===== config.mk =====
export PLATFORM = sky130hd
export DESIGN_NAME = uart_tx
export DESIGN_NICKNAME = d
export VERILOG_FILES = /design/src/rtl/uart_pkg.sv /design/src/rtl/uart_tx.sv
export SDC_FILE = /design/constraint.sdc
export NUM_CORES = 1
export LEC_CHECK = 0
export CAP_MARGIN = 10
export CORE_MARGIN = 4
export CORE_UTILIZATION = 54
export DETAILED_ROUTE_END_ITERATION = 6
export GPL_TIMING_DRIVEN = 1
export PLACE_DENSITY = 0.74
export SYNTH_ARGS = -nofsm -noshare
export SYNTH_HDL_FRONTEND = slang
export SYNTH_SLANG_ARGS = --single-unit

===== constraint.sdc =====
create_clock -name clk_100MHz -period 2.2 [get_ports clk_100MHz]
set_clock_uncertainty 0.1 [all_clocks]
set_input_delay 0.44 -clock clk_100MHz [delete_from_list [all_inputs] [get_ports clk_100MHz]]
set_output_delay 0.44 -clock clk_100MHz [all_outputs]
set_load 0.005 [all_outputs]

===== src/rtl/uart_pkg.sv =====
// Shared UART definitions: FSM state encoding, parity modes and default
// frame parameters, imported by both the transmitter and the receiver.
package uart_pkg;

  typedef enum logic [2:0] {
    S_IDLE,
    S_START,
    S_DATA,
    S_PARITY,
    S_STOP
  } uart_state_t;

  localparam int unsigned PAR_NONE = 0;
  localparam int unsigned PAR_EVEN = 1;
  localparam int unsigned PAR_ODD  = 2;

  localparam int unsigned DEF_DBITS      = 8;
  localparam int unsigned DEF_OVERSAMPLE = 16;
  localparam int unsigned DEF_SB_TICK    = 16;
  localparam int unsigned DEF_PARITY     = PAR_NONE;

endpackage


===== src/rtl/uart_tx.sv =====
// UART transmitter: start bit, DBITS data bits LSB first, optional parity,
// stop period. Bit timing counts sample_tick pulses from the shared baud
// tick generator; tx is a registered copy of the level the FSM selects.
module uart_tx
  import uart_pkg::*;
#(
  parameter int unsigned DBITS      = DEF_DBITS,
  parameter int unsigned OVERSAMPLE = DEF_OVERSAMPLE,
  parameter int unsigned SB_TICK    = DEF_SB_TICK,
  parameter int unsigned PARITY     = DEF_PARITY
) (
  input  logic             clk_100MHz,
  input  logic             reset,
  input  logic             sample_tick,
  input  logic             tx_start,
  input  logic [DBITS-1:0] tx_data,
  output logic             tx_busy,
  output logic             tx_done_tick,
  output logic             tx
);

  localparam int unsigned TMAX = (OVERSAMPLE > SB_TICK) ? OVERSAMPLE : SB_TICK;
  localparam int unsigned TW   = $clog2(TMAX);
  localparam int unsigned BW   = $clog2(DBITS + 1);

  localparam logic [TW-1:0] OS_LAST  = TW'(OVERSAMPLE - 1);
  localparam logic [TW-1:0] SB_LAST  = TW'(SB_TICK - 1);
  localparam logic [BW-1:0] BIT_LAST = BW'(DBITS - 1);

  uart_state_t      state;
  logic [TW-1:0]    tick_cnt;
  logic [BW-1:0]    bit_cnt;
  logic [DBITS-1:0] shreg;
  logic             par_acc;
  logic             tx_level;

  // Line level implied by the current state; registered into tx below
  always_comb begin
    tx_level = 1'b1;
    case (state)
      S_START:  tx_level = 1'b0;
      S_DATA:   tx_level = shreg[0];
      S_PARITY: tx_level = (PARITY == PAR_ODD) ? ~par_acc : par_acc;
      default:  tx_level = 1'b1;
    endcase
  end

  // Done is decoded from the live state so it coincides with the final stop
  // tick while the FSM still sits in STOP (a start in that cycle is ignored).
  assign tx_done_tick = (state == S_STOP) && sample_tick && (tick_cnt == SB_LAST);

  // Frame sequencer with registered tx/busy outputs
  always_ff @(posedge clk_100MHz or posedge reset) begin
    if (reset) begin
      state    <= S_IDLE;
      tick_cnt <= '0;
      bit_cnt  <= '0;
      shreg    <= '0;
      par_acc  <= 1'b0;
      tx_busy  <= 1'b0;
      tx       <= 1'b1;
    end else begin
      tx <= tx_level;
      case (state)
        S_IDLE: begin
          if (tx_start) begin
            shreg    <= tx_data;
            tick_cnt <= '0;
            bit_cnt  <= '0;
            par_acc  <= 1'b0;
            tx_busy  <= 1'b1;
            state    <= S_START;
          end
        end
        S_START: begin
          if (sample_tick) begin
            if (tick_cnt == OS_LAST) begin
              tick_cnt <= '0;
              bit_cnt  <= '0;
              state    <= S_DATA;
            end else begin
              tick_cnt <= tick_cnt + 1'b1;
            end
          end
        end
        S_DATA: begin
          if (sample_tick) begin
            if (tick_cnt == OS_LAST) begin
              tick_cnt <= '0;
              shreg    <= shreg >> 1;
              par_acc  <= par_acc ^ shreg[0];
              if (bit_cnt == BIT_LAST) begin
                bit_cnt <= '0;
                state   <= (PARITY != PAR_NONE) ? S_PARITY : S_STOP;
              end else begin
                bit_cnt <= bit_cnt + 1'b1;
              end
            end else begin
              tick_cnt <= tick_cnt + 1'b1;
            end
          end
        end
        S_PARITY: begin
          if (sample_tick) begin
            if (tick_cnt == OS_LAST) begin
              tick_cnt <= '0;
              state    <= S_STOP;
            end else begin
              tick_cnt <= tick_cnt + 1'b1;
            end
          end
        end
        S_STOP: begin
          if (sample_tick) begin
            if (tick_cnt == SB_LAST) begin
              tick_cnt <= '0;
              tx_busy  <= 1'b0;
              state    <= S_IDLE;
            end else begin
              tick_cnt <= tick_cnt + 1'b1;
            end
          end
        end
        default: begin
          tick_cnt <= '0;
          bit_cnt  <= '0;
          tx_busy  <= 1'b0;
          state    <= S_IDLE;
        end
      endcase
    end
  end

endmodule


Word-level counts from Yosys, hierarchy flattened
Index checks and enable logic that the tools add are counted.
Operators by class
  equal/unequal tests: 17
  $add $sub $neg: 2
  multiplexer cells: 34
  reductions and logical operators: 12
  bitwise gates (word level): 3
Operators by type and width (count)
  4-bit 2-to-1 mux: 8
  3-bit 2-to-1 mux: 10
  8-bit 2-to-1 mux: 3
  2-bit != test (second input constant): 9
  4-bit one-hot mux with 4 select lines: 1
  8-bit one-hot mux with 2 select lines: 1
  3-bit one-hot mux with 5 select lines: 1
  10-bit AND reduction: 1
  4-bit by 1-bit adder with 4-bit output (second input constant): 2
  4-bit one-hot mux with 2 select lines: 1
  4-bit AND reduction: 2
  3-bit by 2-bit == test with 1-bit output (second input constant): 2
  1-bit 2-to-1 mux: 6
  1-bit one-hot mux with 3 select lines: 2
  6-bit AND reduction: 1
  4-bit by 3-bit == test with 1-bit output (second input constant): 1
  4-bit == test (second input constant): 1
  2-bit by 1-bit != test with 1-bit output (second input constant): 2
  4-bit OR reduction: 1
  3-bit by 1-bit == test with 1-bit output (second input constant): 1
  3-bit == test (second input constant): 1
  3-bit zero test: 1
  3-bit OR reduction: 1
  1-bit logical AND: 2
  6 further kinds: 7
Word-level totals
  bits in registers: 22
  word-level logic and storage cells: 75

Longest topological paths before layout
  depth after elaboration: 5
  gate-level depth with buffers: 5

Worst setup path before layout
OpenSTA, ideal clock, no wires.
  path type: reg2reg
  from: register tick_cnt[0]
  to: register shreg[1]
  period minus slack after synthesis: 1854 ps
  setup slack: 346 ps
  arrival: 1629 ps
  setup time: 125 ps
  stages on the path, launching flop included: 6
  buffers on the path: 0
  path through: dfrtp_1 -> ha_1 -> and4_1 -> mux2i_1 -> nor3_4 -> mux2_2
Between the ends
  cells in the longest elaborated chain, start to end: 3
Ends and longest elaborated chain
  start, declared: RTL line uart_tx.sv:31  | logic [TW-1:0] tick_cnt;
  start signal, assigned: RTL line uart_tx.sv:82  | tick_cnt <= tick_cnt + 1'b1;
  start signal, assigned: RTL line uart_tx.sv:99  | tick_cnt <= tick_cnt + 1'b1;
  start signal, assigned: RTL line uart_tx.sv:109  | tick_cnt <= tick_cnt + 1'b1;
  4-bit == test: RTL line uart_tx.sv:88  | if (tick_cnt == OS_LAST) begin
  2-bit != test (no line)
  4-bit AND reduction (no line)
  end signal, assigned: RTL line uart_tx.sv:67  | shreg <= tx_data;
  end signal, assigned: RTL line uart_tx.sv:90  | shreg <= shreg >> 1;
  end, declared: RTL line uart_tx.sv:33  | logic [DBITS-1:0] shreg;
Every way passes these cells.
A chain may end at the register's enable or synchronous reset.

Worst setup path in the final report
  from: register state[1]
  to: register tick_cnt[3]
Between the ends
  cells in the longest elaborated chain, start to end: 4
  elaborated cells between the ends (all ways): 10
Ends and longest elaborated chain
  start, declared: RTL line uart_tx.sv:30  | uart_state_t state;
  start signal, assigned: RTL line uart_tx.sv:94  | state <= (PARITY != PAR_NONE) ? S_PARITY : S_STOP;
  3-bit == test (tied with other cells): RTL line uart_tx.sv:64  | case (state)
  4-bit OR reduction (no line)
  2-bit by 1-bit != test with 1-bit output (no line)
  2-bit AND reduction (no line)
Several ways; a longest one is shown, not always the timed one.

==> reports/results.txt <==
The flow ran to the end, and the final reports show no timing, DRC or antenna violations. Setup repair after global routing left no endpoint under its margin. In the routed layout, each cell is associated on average with a via count of 5.58.

For the final weighted congestion in routability-driven placement, the log shows 0.733. After detailed placement, the total cell area comes to 1450 um^2. The worst-case IR drop observed on VDD is 0.000882 V. In the layout the commonest cells are sky130_fd_sc_hd__dfrtp_1, sky130_fd_sc_hd__buf_4, sky130_fd_sc_hd__mux2_2, sky130_fd_sc_hd__clkdlybuf4s50_1, sky130_fd_sc_hd__nand2_1. The effective utilization at floorplan came out at 58.9%. For the worst setup path, the data required time is 2.36 ns.

Synthesis handed over a netlist of 115 instances. At the worst endpoint, the arrival time is 2.07 ns. The run gives 0 as the max capacitance violation total. The worst min-delay path category is in -> async. The height of the chip was 55.2 um. The post-route netlist has 29.1% of its cells at a drive strength greater than 1. The register bit count reported by yosys was 22; the synthesized-area fraction occupied by adder cells was 2.08%. The wire-length estimate of the detail-placed layout is 1.75 mm.

The Yosys step of the flow raised 0 warnings. The share of flip-flops with an asynchronous set or reset was 100%. Once detail routing completed, the nets flagged for antenna violations numbered 0. The number of primary I/O pins is 15. The count of final max-slew check failures is 0, and the clock insertion delay at the later pin of the skew report is 0.31 ns.

The count of input and output buffers is 14, and the starting DRC count in detailed routing is 15. The combinational family with the most area after synthesis is simple AND/OR/NAND/NOR gates. Number of vias after detailed routing: 976. The worst setup path is launched from a flip-flop. Summed over all cells, the static leakage comes to 0.704 nW. The number of nets handed over by synthesis was 129. The measured slew at the worst slew-check pin is 0.544 ns. The residual DRC count was 0. The via count of the first global-routing pass is 1,052.

The repair_antennas step left the layout with diodes totalling 0. The logs give 1570 um^2 for the area of all placed cells without fillers and 175 for the post-route non-filler standard cell count. The netlist area before placement was 1200 um^2.

The maximum buffer depth of the clock tree came out at 2. The run gives 3 as the number of buffers created by CTS. Final count of negative-setup-slack endpoints: 0. TritonCTS built the clock tree. In the global route stage, overall resource usage came out at 17.5%. The mux share of post-synthesis cell area was 14.6%. The total overflow left after global routing is 0. The tightest hold margin was 0.211 ns.

The highest clock frequency the design can meet is 0.522 GHz. The region available for standard cell placement spans 2040 um^2. Compared with the post-synthesis result, the final layout area differs by 30.4%. The site row count was 16. The run gives 0 as the final hold violation count. The worst-case headroom to the max-slew limit came out at 63.4%.

The die covers 3050 um^2. The tools report the global-route wire length before repair as 4.44 mm. The post-synthesis compound-gate area fraction was 15.8%.

The time the worst path needs with I/O delays and setup came out at 1.91 ns. For this design the ratio of total power to cell area is 1050 nW/um^2. Entering global routing, the biggest net connects 14 pins. The net count of the finished layout is 163. The first detailed-routing pass took 4 iterations. The worst setup path is of the reg -> reg kind. The average cell area after synthesis is 10.5 um^2.

The tools report the buffer type at the clock tree root as sky130_fd_sc_hd__clkbuf_4. The worst-path maximum fanout is 9. The xor-xnor portion of the synthesized cell area was 0.728%; the overall power of the completed layout was 1.65 mW. The final layout contains routed wiring with a total length of 2.46 mm. Measured along the x axis, the die boundary spans 55.2 um. The number of antenna violations at the first check in global routing is 0, and the portion of the post-synthesis area used by sequential elements is 45.8%. For the number of cells after detailed placement, the log shows 164. The count of different cell masters after synthesis is 38, and the count of flip-flops with a built-in enable after synthesis is 0. STA classifies the critical path endpoint as a flip-flop. The synthesized netlist devotes 16.8% of its cell area to simple gates.

Ratio of final minimum period to clock period: 87.0%. The run gives 1 as the depth of the CTS H-tree. Among all flip-flop cells after synthesis, the most frequent one is sky130_fd_sc_hd__dfrtp_1. After clock tree synthesis, the clock-pin slew on the worst setup and hold paths is 0.13 ns. Clock sink count: 22. In the final routed layout, each cell accounts on average for 14.1 um.
[per-stage QoR]
step           setup WS (ns)  util [%]  TNS (ns)
6_report               0.286      76.8         0
5_1_grt                0.173      76.8         0
4_1_cts              0.00239      75.2         0
3_5_place_dp         -0.0564      70.9   -0.0564
3_3_place_gp         -0.0281      70.9   -0.0281
2_1_floorplan          0.346         -         0
[power breakdown]
| group | leakage [nW] | total, mW | internal [mW] | switching [mW] |
|---|---|---|---|---|
| clock | 0.0279 | 0.312 | 0.184 | 0.128 |
| sequential | 0.265 | 0.651 | 0.548 | 0.103 |
| combinational | 0.411 | 0.689 | 0.385 | 0.303 |
| total | 0.704 | 1.65 | 1.12 | 0.535 |
[routing by layer]
layer	wire length, um	global-route usage, %	up-vias
li1	-	-	490
met1	1160	22.7	469
met2	1210	28.7	13
met3	64	2.56	4
met4	26	7.99	0
met5	0	0	-
[sequential cells by signal, summed over array words and instances (netlist names)]
name	cells
bit_cnt	4
par_acc	1
shreg	8
state	3
tick_cnt	4
tx	1
tx_busy	1
[path summary, 6_finish.rpt]
check | startpoint | end | slack (ns) | depth (start not counted)
worst max-delay path | state[1] | tick_cnt[3] | 0.29 | 5
min in group clk_100MHz | shreg[5] | shreg[5] | 0.42 | 1
worst max register to register | state[1] | tick_cnt[3] | 0.29 | 5
max in group asynchronous | reset | tx | 1.31 | 3
worst min register to register | shreg[5] | shreg[5] | 0.42 | 1
worst min-delay path | reset | tick_cnt[0] | 0.21 | 2
[worst max-delay path, stage by stage, from the launching register on]
cell                      delay, ns
sky130_fd_sc_hd__dfrtp_1       0.46
sky130_fd_sc_hd__buf_4         0.19
sky130_fd_sc_hd__or3b_4        0.38
sky130_fd_sc_hd__a31o_4        0.27
sky130_fd_sc_hd__nor4_1        0.31
sky130_fd_sc_hd__a211o_1       0.15
[final cells by class]
type	instances	area, um^2
clock buffers	3	22.5
clock inverters	1	30.0
fillers	136	473
inverters	8	30.0
multi-input cells	81	614
flip-flops and latches	22	554
well taps	27	33.8
repair buffers	33	284
[synth_stat cells (2+ instances only)]
cell                      count  area share (%)
sky130_fd_sc_hd__nor3_1       3             1.2
sky130_fd_sc_hd__inv_1        8             2.5
sky130_fd_sc_hd__a21oi_1      5             2.1
sky130_fd_sc_hd__nor4_1       2             1.0
sky130_fd_sc_hd__dfrtp_1     21              44
sky130_fd_sc_hd__a311o_1      2             1.7
sky130_fd_sc_hd__nand2_1     11             3.4
sky130_fd_sc_hd__nand3_1      3             1.2
sky130_fd_sc_hd__ha_1         2             2.1
sky130_fd_sc_hd__a21o_1       2             1.2
sky130_fd_sc_hd__nor3b_1      2             1.2
sky130_fd_sc_hd__or3_1        2             1.0
sky130_fd_sc_hd__o21ai_0      6             2.5
sky130_fd_sc_hd__nor2_1       5             1.6
sky130_fd_sc_hd__mux2_2      12              11
sky130_fd_sc_hd__mux2i_1      4             3.3
sky130_fd_sc_hd__buf_2        4             1.7
[cells by family after synthesis]
family | count (synthesis)
simple gates | 36
compound gates | 26
buf+inv | 12
fa+ha+maj | 2
mux | 16
xor+xnor | 1
flops | 22
[timing repair]
item                                    4_1_cts  5_1_grt
endpoints found under the setup margin        1        1
hold buffers                                  0        0
buffers inserted                              3        4
gates resized for setup                       5        1
pin swaps                                     1        2
Note: power is estimated with default switching activity, not from simulation.
